**src/rtl/inst_fetch_cache_if.sv**
```systemverilog
// Fetch-side and memory-side bus of inst_fetch_cache.
// ICACHE_STATS_EN adds the hit_count/miss_count outputs.
interface inst_fetch_cache_if #(
   parameter int DATA_W = 16,
   parameter int ADDR_W = 16
);
   logic [ADDR_W-1:0] P_reg;
   logic [ADDR_W-1:0] mem_offset;
   logic              paging;
   logic              fetch_req;
   logic [DATA_W-1:0] instruction;
   logic              inst_valid;
   logic              flush;
   logic              busy;
   logic              mem_req;
   logic [ADDR_W-1:0] mem_addr;
   logic              mem_ack;
   logic [DATA_W-1:0] mem_data;
`ifdef ICACHE_STATS_EN
   logic [15:0]       hit_count;
   logic [15:0]       miss_count;
`endif

   modport slave (
      input  P_reg, mem_offset, paging, fetch_req, flush, mem_ack, mem_data,
      output instruction, inst_valid, busy, mem_req, mem_addr
`ifdef ICACHE_STATS_EN
      , output hit_count, miss_count
`endif
   );

   modport master (
      output P_reg, mem_offset, paging, fetch_req, flush, mem_ack, mem_data,
      input  instruction, inst_valid, busy, mem_req, mem_addr
`ifdef ICACHE_STATS_EN
      , input hit_count, miss_count
`endif
   );
endinterface

```
**src/rtl/inst_fetch_cache.sv**
```systemverilog
// Direct-mapped instruction cache with line refill over a req/ack memory port.
// Optional ICACHE_STATS_EN: saturating hit/miss lookup counters.
module inst_fetch_cache #(
   parameter int DATA_W     = 16,
   parameter int ADDR_W     = 16,
   parameter int LINES      = 16,
   parameter int LINE_WORDS = 4
) (
   input logic               clock,
   input logic               reset,
   inst_fetch_cache_if.slave bus
);
   localparam int OFF_W = $clog2(LINE_WORDS);
   localparam int IDX_W = $clog2(LINES);
   localparam int TAG_W = ADDR_W - OFF_W - IDX_W;

   localparam logic [1:0] ST_FLUSH = 2'd0;
   localparam logic [1:0] ST_IDLE  = 2'd1;
   localparam logic [1:0] ST_FILL  = 2'd2;

   logic [1:0]              state;
   logic [IDX_W-1:0]        line_cnt;
   logic [OFF_W-1:0]        word_cnt;
   logic [ADDR_W-OFF_W-1:0] base_line;
   logic                    flush_pend;
   logic [LINES-1:0]        valid;
   logic [TAG_W-1:0]        tag_mem  [LINES];
   logic [DATA_W-1:0]       data_mem [LINES*LINE_WORDS];

   logic [DATA_W-1:0]       instruction_q;
   logic                    inst_valid_q;
   logic                    mem_req_q;
   logic [ADDR_W-1:0]       mem_addr_q;

   logic [ADDR_W-1:0]       fetch_addr;
   logic [OFF_W-1:0]        fa_off;
   logic [IDX_W-1:0]        fa_idx;
   logic [TAG_W-1:0]        fa_tag;
   logic [IDX_W-1:0]        fill_idx;
   logic [TAG_W-1:0]        fill_tag;
   logic                    lookup;
   logic                    hit;
   logic                    fill_we;
   logic                    fill_last;

   always_comb begin
      fetch_addr = bus.paging ? bus.P_reg + bus.mem_offset : bus.P_reg;
      {fa_tag, fa_idx, fa_off} = fetch_addr;
      fill_idx  = base_line[IDX_W-1:0];
      fill_tag  = base_line[IDX_W +: TAG_W];
      // a flush in the same cycle as a request pre-empts the lookup
      lookup    = (state == ST_IDLE) && !bus.flush && bus.fetch_req && !inst_valid_q;
      hit       = valid[fa_idx] && (tag_mem[fa_idx] == fa_tag);
      fill_we   = (state == ST_FILL) && bus.mem_ack;
      fill_last = fill_we && (word_cnt == OFF_W'(LINE_WORDS - 1));
   end

   always_ff @(posedge clock or posedge reset) begin
      if (reset) begin
         state         <= ST_FLUSH;
         line_cnt      <= '0;
         word_cnt      <= '0;
         base_line     <= '0;
         flush_pend    <= 1'b0;
         valid         <= '0;
         instruction_q <= '0;
         inst_valid_q  <= 1'b0;
         mem_req_q     <= 1'b0;
         mem_addr_q    <= '0;
      end else begin
         inst_valid_q <= 1'b0;
         case (state)
            ST_FLUSH: begin
               valid[line_cnt] <= 1'b0;
               if (bus.flush)
                  line_cnt <= '0;
               else if (line_cnt == IDX_W'(LINES - 1))
                  state <= ST_IDLE;
               else
                  line_cnt <= line_cnt + IDX_W'(1);
            end
            ST_IDLE: begin
               if (bus.flush) begin
                  state    <= ST_FLUSH;
                  line_cnt <= '0;
               end else if (lookup) begin
                  if (hit) begin
                     instruction_q <= data_mem[{fa_idx, fa_off}];
                     inst_valid_q  <= 1'b1;
                  end else begin
                     state      <= ST_FILL;
                     base_line  <= fetch_addr[ADDR_W-1:OFF_W];
                     word_cnt   <= '0;
                     mem_req_q  <= 1'b1;
                     mem_addr_q <= {fetch_addr[ADDR_W-1:OFF_W], {OFF_W{1'b0}}};
                  end
               end
            end
            ST_FILL: begin
               if (bus.flush)
                  flush_pend <= 1'b1;
               if (fill_we) begin
                  word_cnt <= word_cnt + OFF_W'(1);
                  if (fill_last) begin
                     // line completes first; a pending flush then invalidates it
                     valid[fill_idx] <= 1'b1;
                     mem_req_q       <= 1'b0;
                     flush_pend      <= 1'b0;
                     line_cnt        <= '0;
                     state           <= (flush_pend || bus.flush) ? ST_FLUSH : ST_IDLE;
                  end else begin
                     mem_addr_q <= {base_line, word_cnt + OFF_W'(1)};
                  end
               end
            end
            default: state <= ST_FLUSH;
         endcase
      end
   end

   always_ff @(posedge clock) begin
      if (fill_we)
         data_mem[{fill_idx, word_cnt}] <= bus.mem_data;
      if (fill_last)
         tag_mem[fill_idx] <= fill_tag;
   end

   assign bus.instruction = instruction_q;
   assign bus.inst_valid  = inst_valid_q;
   assign bus.busy        = (state != ST_IDLE);
   assign bus.mem_req     = mem_req_q;
   assign bus.mem_addr    = mem_addr_q;

`ifdef ICACHE_STATS_EN
   logic [15:0] hit_cnt;
   logic [15:0] miss_cnt;

   always_ff @(posedge clock or posedge reset) begin
      if (reset) begin
         hit_cnt  <= '0;
         miss_cnt <= '0;
      end else if (lookup) begin
         if (hit) begin
            if (hit_cnt != '1)
               hit_cnt <= hit_cnt + 16'd1;
         end else begin
            if (miss_cnt != '1)
               miss_cnt <= miss_cnt + 16'd1;
         end
      end
   end

   assign bus.hit_count  = hit_cnt;
   assign bus.miss_count = miss_cnt;
`endif
endmodule

```
**src/flat_wrapper.sv**
```systemverilog
// flat-port wrapper written by rule: the top's interface ports become plain ports
module inst_fetch_cache_flat 
#(
   parameter int DATA_W     = 16,
   parameter int ADDR_W     = 16,
   parameter int LINES      = 16,
   parameter int LINE_WORDS = 4
)
  (clock, reset, bus_P_reg, bus_mem_offset, bus_paging, bus_fetch_req, bus_flush, bus_mem_ack, bus_mem_data, bus_instruction, bus_inst_valid, bus_busy, bus_mem_req, bus_mem_addr);
  inst_fetch_cache_if #(.DATA_W(DATA_W), .ADDR_W(ADDR_W)) bus_i ();
  input logic clock;
  input logic reset;
  input wire logic [$bits(bus_i.P_reg)-1:0] bus_P_reg;
  input wire logic [$bits(bus_i.mem_offset)-1:0] bus_mem_offset;
  input wire logic [$bits(bus_i.paging)-1:0] bus_paging;
  input wire logic [$bits(bus_i.fetch_req)-1:0] bus_fetch_req;
  input wire logic [$bits(bus_i.flush)-1:0] bus_flush;
  input wire logic [$bits(bus_i.mem_ack)-1:0] bus_mem_ack;
  input wire logic [$bits(bus_i.mem_data)-1:0] bus_mem_data;
  output wire logic [$bits(bus_i.instruction)-1:0] bus_instruction;
  output wire logic [$bits(bus_i.inst_valid)-1:0] bus_inst_valid;
  output wire logic [$bits(bus_i.busy)-1:0] bus_busy;
  output wire logic [$bits(bus_i.mem_req)-1:0] bus_mem_req;
  output wire logic [$bits(bus_i.mem_addr)-1:0] bus_mem_addr;
  assign bus_i.P_reg = bus_P_reg;
  assign bus_i.mem_offset = bus_mem_offset;
  assign bus_i.paging = bus_paging;
  assign bus_i.fetch_req = bus_fetch_req;
  assign bus_i.flush = bus_flush;
  assign bus_i.mem_ack = bus_mem_ack;
  assign bus_i.mem_data = bus_mem_data;
  assign bus_instruction = bus_i.instruction;
  assign bus_inst_valid = bus_i.inst_valid;
  assign bus_busy = bus_i.busy;
  assign bus_mem_req = bus_i.mem_req;
  assign bus_mem_addr = bus_i.mem_addr;
  inst_fetch_cache #(.DATA_W(DATA_W), .ADDR_W(ADDR_W), .LINES(LINES), .LINE_WORDS(LINE_WORDS)) u_core (.clock(clock), .reset(reset), .bus(bus_i));
endmodule
```
**config.mk**
```make
export PLATFORM = sky130hd
export DESIGN_NAME = inst_fetch_cache_flat
export DESIGN_NICKNAME = d
export VERILOG_FILES = /design/src/rtl/inst_fetch_cache_if.sv /design/src/rtl/inst_fetch_cache.sv /design/src/flat_wrapper.sv
export SDC_FILE = /design/constraint.sdc
export NUM_CORES = 1
export LEC_CHECK = 0
export ABC_AREA = 1
export ABC_CLOCK_PERIOD_IN_PS = 2700
export CORE_ASPECT_RATIO = 1.1
export CORE_MARGIN = 2
export CORE_UTILIZATION = 45
export DETAILED_ROUTE_END_ITERATION = 6
export SETUP_SLACK_MARGIN = 0.2
export SYNTH_ARGS = -nofsm -noshare
export SYNTH_HDL_FRONTEND = slang
export SYNTH_SLANG_ARGS = --single-unit
```
**constraint.sdc**
```tcl
create_clock -name clock -period 2.7 [get_ports clock]
set_input_delay 0.405 -clock clock [delete_from_list [all_inputs] [get_ports clock]]
set_output_delay 0.405 -clock clock [all_outputs]
set_load 0.03 [all_outputs]
```
## Word-level counts from Yosys, hierarchy flattened

Memories as Yosys holds them, arrays and structs flattened. A register that Yosys moved wholly into a read port is not among the register bits.
Cells that the tools add are included.

- Flip-flop bits (word level): 57
- RAM bits: 1184
- Bits of input ports: 54
- Word-level logic and storage cells: 118
- Memories: 2

Memory list:

| memory | words | bits a word | read ports | clocked after memory_dff | write ports | line | source |
|---|---|---|---|---|---|---|---|
| u_core.data_mem | 64 | 16 | 1 | 1 | 1 | inst_fetch_cache.sv:28 | `logic [DATA_W-1:0] data_mem [LINES*LINE_WORDS];` |
| u_core.tag_mem | 16 | 10 | 1 | 0 | 1 | inst_fetch_cache.sv:27 | `logic [TAG_W-1:0] tag_mem [LINES];` |

- Add/sub/neg operators: 3
- $lt $le $gt $ge: 5
- Equality and inequality tests: 18
- Muxes and demuxes: 53
- Bitwise operators: 5
- Reductions and logical operators: 23

Operator list:

| kind | count |
|---|---|
| $mux 16 | 8 |
| $pmux 16 s2 | 2 |
| $mux 2 | 11 |
| $mux 1 | 20 |
| $mux 4 | 5 |
| $reduce_and 6->1 | 3 |
| $add 16x16->16 | 1 |
| $and 16x16->16 | 1 |
| $not 16->16 | 1 |
| $or 16x16->16 | 1 |
| $lt 4x5->1 const B | 3 |
| $pmux 4 s3 | 1 |
| $eq 10x10->1 | 1 |
| $ne 2x1->1 const B | 5 |
| $ne 2x2->1 const B | 5 |
| $reduce_and 5->1 | 2 |
| $demux 1 s4 | 2 |
| $ge 4x1->1 const B | 2 |
| $logic_and 1x1->1 | 8 |
| $reduce_and 4->1 | 2 |
| $ne 3x3->1 const B | 2 |
| $pmux 2 s3 | 1 |
| $add 4x1->4 const B | 1 |
| $bmux 1 s4 | 1 |
| 14 further kinds | 18 |

## Logic depth before layout (Yosys ltp)

- Word-level depth: 9
- Mapped depth: 27

## Least setup slack after synthesis

OpenSTA, ideal clock, no wires.

- Kind: input to register
- From: input bus_mem_offset[0]
- To: register u_core.mem_req_q (netlist: u_core.bus.mem_req)
- Data arrival time: 2871 ps
- Required time: 2582 ps
- Path slack: -289 ps
- Stages on the path: 22
- Path through: ha_1 -> fa_1 -> inv_1 -> nand2_1 -> nand3_2 -> nand2_2 -> buf_6 -> buf_4 -> or2_1 -> o211ai_1 -> nand3_1 -> nand3_1 -> nand2_1 -> nand2_1 -> nand3_1 -> nor2_1 -> nand2_1 -> nand2_2 -> nand2_2 -> buf_2 -> nand3_1 -> nand2_1

- Word-level cells in the longest chain between the ends: 7
- Elaborated cells on any way between the ends: 9
- Classes of those cells: 1 x add/sub; 2 x eq/ne; 3 x mux; 2 x reduce/logical; 1 x memory

RTL lines:

| element | line | source |
|---|---|---|
| from (decl) | flat_wrapper.sv:14 | `input wire logic [$bits(bus_i.mem_offset)-1:0] bus_mem_offset;` |
| $add 16x16->16 (*) | inst_fetch_cache.sv:47 | `fetch_addr = bus.paging ? bus.P_reg + bus.mem_offset : bus.P_reg;` |
| $mux 16 (*) | inst_fetch_cache.sv:47 |  |
| $mem_v2 16x10 / $bmux 1 s4 (equally long branches) | -- |  |
| $eq 10x10->1 / $mux 1 (equally long branches) | inst_fetch_cache.sv:53 | `hit = valid[fa_idx] && (tag_mem[fa_idx] == fa_tag);` |
| $logic_and 1x1->1 (*) | inst_fetch_cache.sv:53 |  |
| $ne 2x2->1 (no source line) (*) | -- |  |
| $reduce_and 6->1 (no source line) (*) | -- |  |
| to (signal assigned) | inst_fetch_cache.sv:68 | `mem_req_q <= 1'b0;` |
| to (signal assigned) | inst_fetch_cache.sv:94 | `mem_req_q <= 1'b1;` |
| to (signal assigned) | inst_fetch_cache.sv:107 | `mem_req_q <= 1'b0;` |
| to (decl) | inst_fetch_cache.sv:32 | `logic mem_req_q;` |

Mark *: on every way between the ends. The rest lies on a longest branch, timed or not. The select of a mux whose other input is x is not followed.
A chain may end at the register's enable or synchronous reset.

## Worst setup path in the final report

- From: input bus_P_reg[0]
- To: register u_core.instruction_q[12] (netlist: u_core.bus.instruction[12]), read port of u_core.data_mem

- Word-level cells in the longest chain between the ends: 6
- Elaborated cells on any way between the ends: 8
- Classes of those cells: 1 x add/sub; 1 x eq/ne; 3 x mux; 2 x reduce/logical; 1 x memory

RTL lines:

| element | line | source |
|---|---|---|
| from (decl) | flat_wrapper.sv:13 | `input wire logic [$bits(bus_i.P_reg)-1:0] bus_P_reg;` |
| $add 16x16->16 | inst_fetch_cache.sv:47 |  |
| $mux 16 (*) | inst_fetch_cache.sv:47 |  |
| $mem_v2 16x10 / $bmux 1 s4 (equally long branches) | -- |  |
| $eq 10x10->1 / $mux 1 (equally long branches) | inst_fetch_cache.sv:53 |  |
| $logic_and 1x1->1 | inst_fetch_cache.sv:53 |  |
| $reduce_and 4->1 (no source line) | -- |  |
| to (decl) | inst_fetch_cache.sv:30 | `logic [DATA_W-1:0] instruction_q;` |

Marks and branches as above.

==> out/qor.txt <==
Dpl cell area: 0.0584 mm²
Final Cell Area: 0.0644 mm²
Final worst path period need: 2.93 ns
Worst Min Path Start: bus_mem_data[15]
Nature of the critical path endpoint: register
Total GRT Usage: 0.254
H-tree depth: 3
Worst r2r src: u_core.state[1]$_DFFE_PP0P_
Die H: 359 µm
Num ports: 89
Chip width: 327 µm
PwrDens: 741 mW/mm²
Cells after synthesis: 4184
Global-route wire length before repair: 223000 µm
Sink Count: 1257
Setup crit start: bus_P_reg[0]
Slew Viols, Final: 0
Final hold viol count: 0
Sequential area share after synthesis: 0.726
Largest family of logic cells by synthesized area: compound AO/OA/AOI/OAI gates
Clk slew on worst S/H paths: 0.06 ns
CTS Buf Count: 120
Leak pwr: 22.6 nW
Detailed placement HPWL: 93000 µm
Clock power frac: 0.354
Final Skew: 0.0225 ns
Final period util: 1.09
Nets: 4733
R2R cell count: 10
Port bufs: 88
Pint: 34.6 mW
Avg WL per Cell: 24.2 µm
Via count: 35900
Run status: complete, but fails checks
Initial Utilization: 0.452
Syn_nets: 4264
P&R area growth vs syn: 25.0%
Critical Path AT: 3.59 ns
Vias/cell: 5.72
Post-DRT Antenna Nets: 0
Adder-Cell Fraction of Synth Area: 0.00646
Die area: 0.117 mm²
Synth Area in Compound Gates: 0.121
Root Driver: clkbuf_16
Share of layout cells above drive strength 1: 0.203
Hold_ws: 0.0522 ns
Net Sw Frac: 0.275
Worst min-delay path class: primary input to register
CTS tree: yes
Max rail drop VDD: 0.563 mV
Final setup viols: 52
Post-synthesis xor/xnor area fraction: 0.000510
PnR worst setup slack: -0.230 ns
Final wirelength: 152000 µm
Max Cap Viol: 0
Crit path max fanout: 8
Required @ worst endpoint: 3.36 ns
Place WS: -1.21 ns
Synth Register Bits: 1257
CP startpoint kind: primary input
R2R Setup Slk: 0.24 ns
Vias in the first global route: 34400
Routability congestion estimate: 0.893
Post-Syn Area: 0.0515 mm²
Reg-to-Reg End: u_core.bus.mem_addr[7]$_DFFE_PP0P_
DRC errors left: 0
Initial antenna violation count: 0
WHS Endpoint: u_core.data_mem[37][15]$_DFFE_PP_
Core area: 0.114 mm²
RSZ-0062 raised after global routing: true
Yosys warns: 0
Remaining Overflow, GRT: 0
Switch Pwr: 13.1 mW
Critical Setup Path Class: primary input to register
Slew @ Worst Pin: 1.07 ns
Post-Syn Area per Cell: 12.3 µm²
Largest net degree at the start of global routing: 65
Mux cell area share after synthesis: 0.000194
Simple-gate share of the synthesized area: 0.111
Violated checks: setup timing
Seq pwr share: 0.476
Clk buf depth: 3
F_max: 0.341 GHz
DR iter-0 viols: 3863
Pre-antenna DRT Iters: 5
Relative slew slack: 0.286
Distinct cells, synth: 41
Cell row count: 130
Clk_lat worst skew: 0.74 ns
Comb power frac: 0.170
WHS Path Cells: 1
-- routing by layer --
| layer | part of all wire | vias up | global-route usage |
|---|---|---|---|
| li1 | - | 16300 | - |
| met1 | 0.41 | 17900 | 0.345 |
| met2 | 0.49 | 1420 | 0.422 |
| met3 | 0.072 | 249 | 0.0322 |
| met4 | 0.032 | 0 | 0.0871 |
| met5 | 0 | - | 0 |
-- cells in the mapped netlist, drive strengths merged --
| cell type | count | share of area |
|---|---|---|
| o21ai | 614 | 0.060 |
| edfxtp | 1184 | 0.69 |
| nor2 | 653 | 0.048 |
| nor2b | 1 | 0.00012 |
| mux2i | 1 | 0.00019 |
| inv | 173 | 0.013 |
| nand3b | 12 | 0.0017 |
| nor4 | 1 | 0.00012 |
| o211ai | 134 | 0.020 |
| ha | 25 | 0.0061 |
| a21o | 1 | 0.00015 |
| clkinv | 4 | 0.00029 |
| and2 | 1 | 0.00012 |
| o22ai | 128 | 0.016 |
| buf | 54 | 0.0065 |
| o21a | 1 | 0.00015 |
| clkbuf | 223 | 0.016 |
| a21oi | 23 | 0.0022 |
| nor3b | 1 | 0.00015 |
| dfrtp | 73 | 0.035 |
| nor3 | 7 | 0.00068 |
| xor2 | 3 | 0.00051 |
| or2 | 18 | 0.0022 |
| nand3 | 230 | 0.023 |
| nand2 | 477 | 0.035 |
| o221ai | 128 | 0.022 |
| nand4 | 3 | 0.00036 |
| o31ai | 1 | 0.00015 |
| fa | 1 | 0.00039 |
| o22a | 9 | 0.0015 |
-- power groups by stage --
stage | Combinational [mW] | Sequential [mW] | Clock (mW)
3_3_place_gp | 7.09 | 23.1 | 0
4_1_cts | 7.59 | 22.7 | 17.1
3_5_place_dp | 7.13 | 23.1 | 0
5_1_grt | 8.71 | 22.7 | 17.9
6_report | 8.11 | 22.7 | 16.9
2_1_floorplan | 3.53 | 23.0 | 0
-- cell type report --
| type | instances | area (µm²) |
|---|---|---|
| sequential | 1257 | 37400 |
| multi-input combinational | 2478 | 13500 |
| fill | 9224 | 49500 |
| tap | 1518 | 1900 |
| antenna | 1 | 2.50 |
| clock inverter | 85 | 805 |
| inverter | 177 | 691 |
| clock buffer | 143 | 3110 |
| timing repair buffer | 619 | 7010 |
-- metrics by stage --
stage          setup TNS, ns  total power [mW]  utilization  instances
2_1_floorplan          -4.25              26.5            -       4184
3_3_place_gp          -60.15              30.2        0.513       5989
3_5_place_dp          -60.21              30.2        0.513       5989
4_1_cts                -1.97              47.4        0.558       6258
5_1_grt               -14.86              49.3        0.565       6277
6_report               -7.09              47.7        0.565       6278
-- layout by cell type (no fill, tap or decap), types with 12 or more instances in the layout --
cell type,instances
o221ai_1,128
inv_1,164
bufinv_16,14
nand3b_1,12
o21ai_0,560
a21oi_1,17
o21ai_1,19
nand3_2,48
nand2_2,59
dfrtp_1,73
buf_4,353
clkbuf_1,22
nand2_4,18
clkbuf_16,129
buf_12,144
clkinv_2,32
o21ai_2,34
o22ai_1,128
edfxtp_1,1184
nand3_1,171
ha_1,14
nor2_2,17
clkinv_1,33
clkdlybuf4s50_1,53
nor2_1,634
nand2_1,396
buf_2,17
o211ai_1,134
-- flip-flops by register name (all words and copies together) (netlist names) --
register / cells
u_core.state: 2
u_core.bus.inst_valid: 1
u_core.base_line: 14
u_core.bus.mem_addr: 16
u_core.bus.mem_req: 1
u_core.line_cnt: 4
u_core.tag_mem: 160
u_core.valid: 16
u_core.bus.instruction: 16
u_core.word_cnt: 2
u_core.flush_pend: 1
u_core.data_mem: 1024
-- critical path: stages --
cell and delay (ns):
buf_8 0.10, ha_4 0.15, fa_2 0.39, nand2_2 0.10
nand3_4 0.12, nand2_8 0.18, buf_12 0.16, buf_16 0.14
nand2_2 0.06, o21ai_2 0.05, inv_1 0.05, nand2_1 0.07
nand3_2 0.10, nand3_2 0.09, nand2_2 0.05, nand2_1 0.07
nand2_1 0.06, nor2_1 0.09, nand2_1 0.09, nor2_2 0.14
buf_4 0.13, nand3_4 0.13, buf_12 0.17, buf_12 0.12
buf_16 0.17, nand2_2 0.06, o21ai_1 0.05, inv_1 0.06
-- repair_timing --
| item | CTS | global route |
|---|---|---|
| endpoints found under the hold margin | 10 | 0 |
| gates resized for setup | 178 | 144 |
| endpoints found under the setup margin | 55 | 54 |
| hold buffers | 1 | 0 |
| buffers inserted | 26 | 9 |
| gates cloned | 14 | 10 |
| pin swaps | 31 | 50 |
-- worst max-delay path by stage --
stage	to	slack, ns
2_1_floorplan	u_core.bus.mem_addr[0]$_DFFE_PP0P_	-0.11
5_1_grt	u_core.bus.instruction[4]$_DFFE_PP0P_	-0.36
4_1_cts	u_core.bus.instruction[6]$_DFFE_PP0P_	-0.09
3_5_place_dp	u_core.bus.mem_addr[7]$_DFFE_PP0P_	-1.21
3_3_place_gp	u_core.bus.instruction[15]$_DFFE_PP0P_	-1.21
6_report	u_core.bus.instruction[12]$_DFFE_PP0P_	-0.23
-- cell families after synthesis --
logic type                 after synthesis
and+or+nand+nor                       1404
DFF                                   1257
AOI/OAI and AO/OA                     1039
buffers and inverters                  454
adders and majority gates               26
xor gates and xnor gates                 3
muxes                                    1
(Power assumes the default switching activity.)
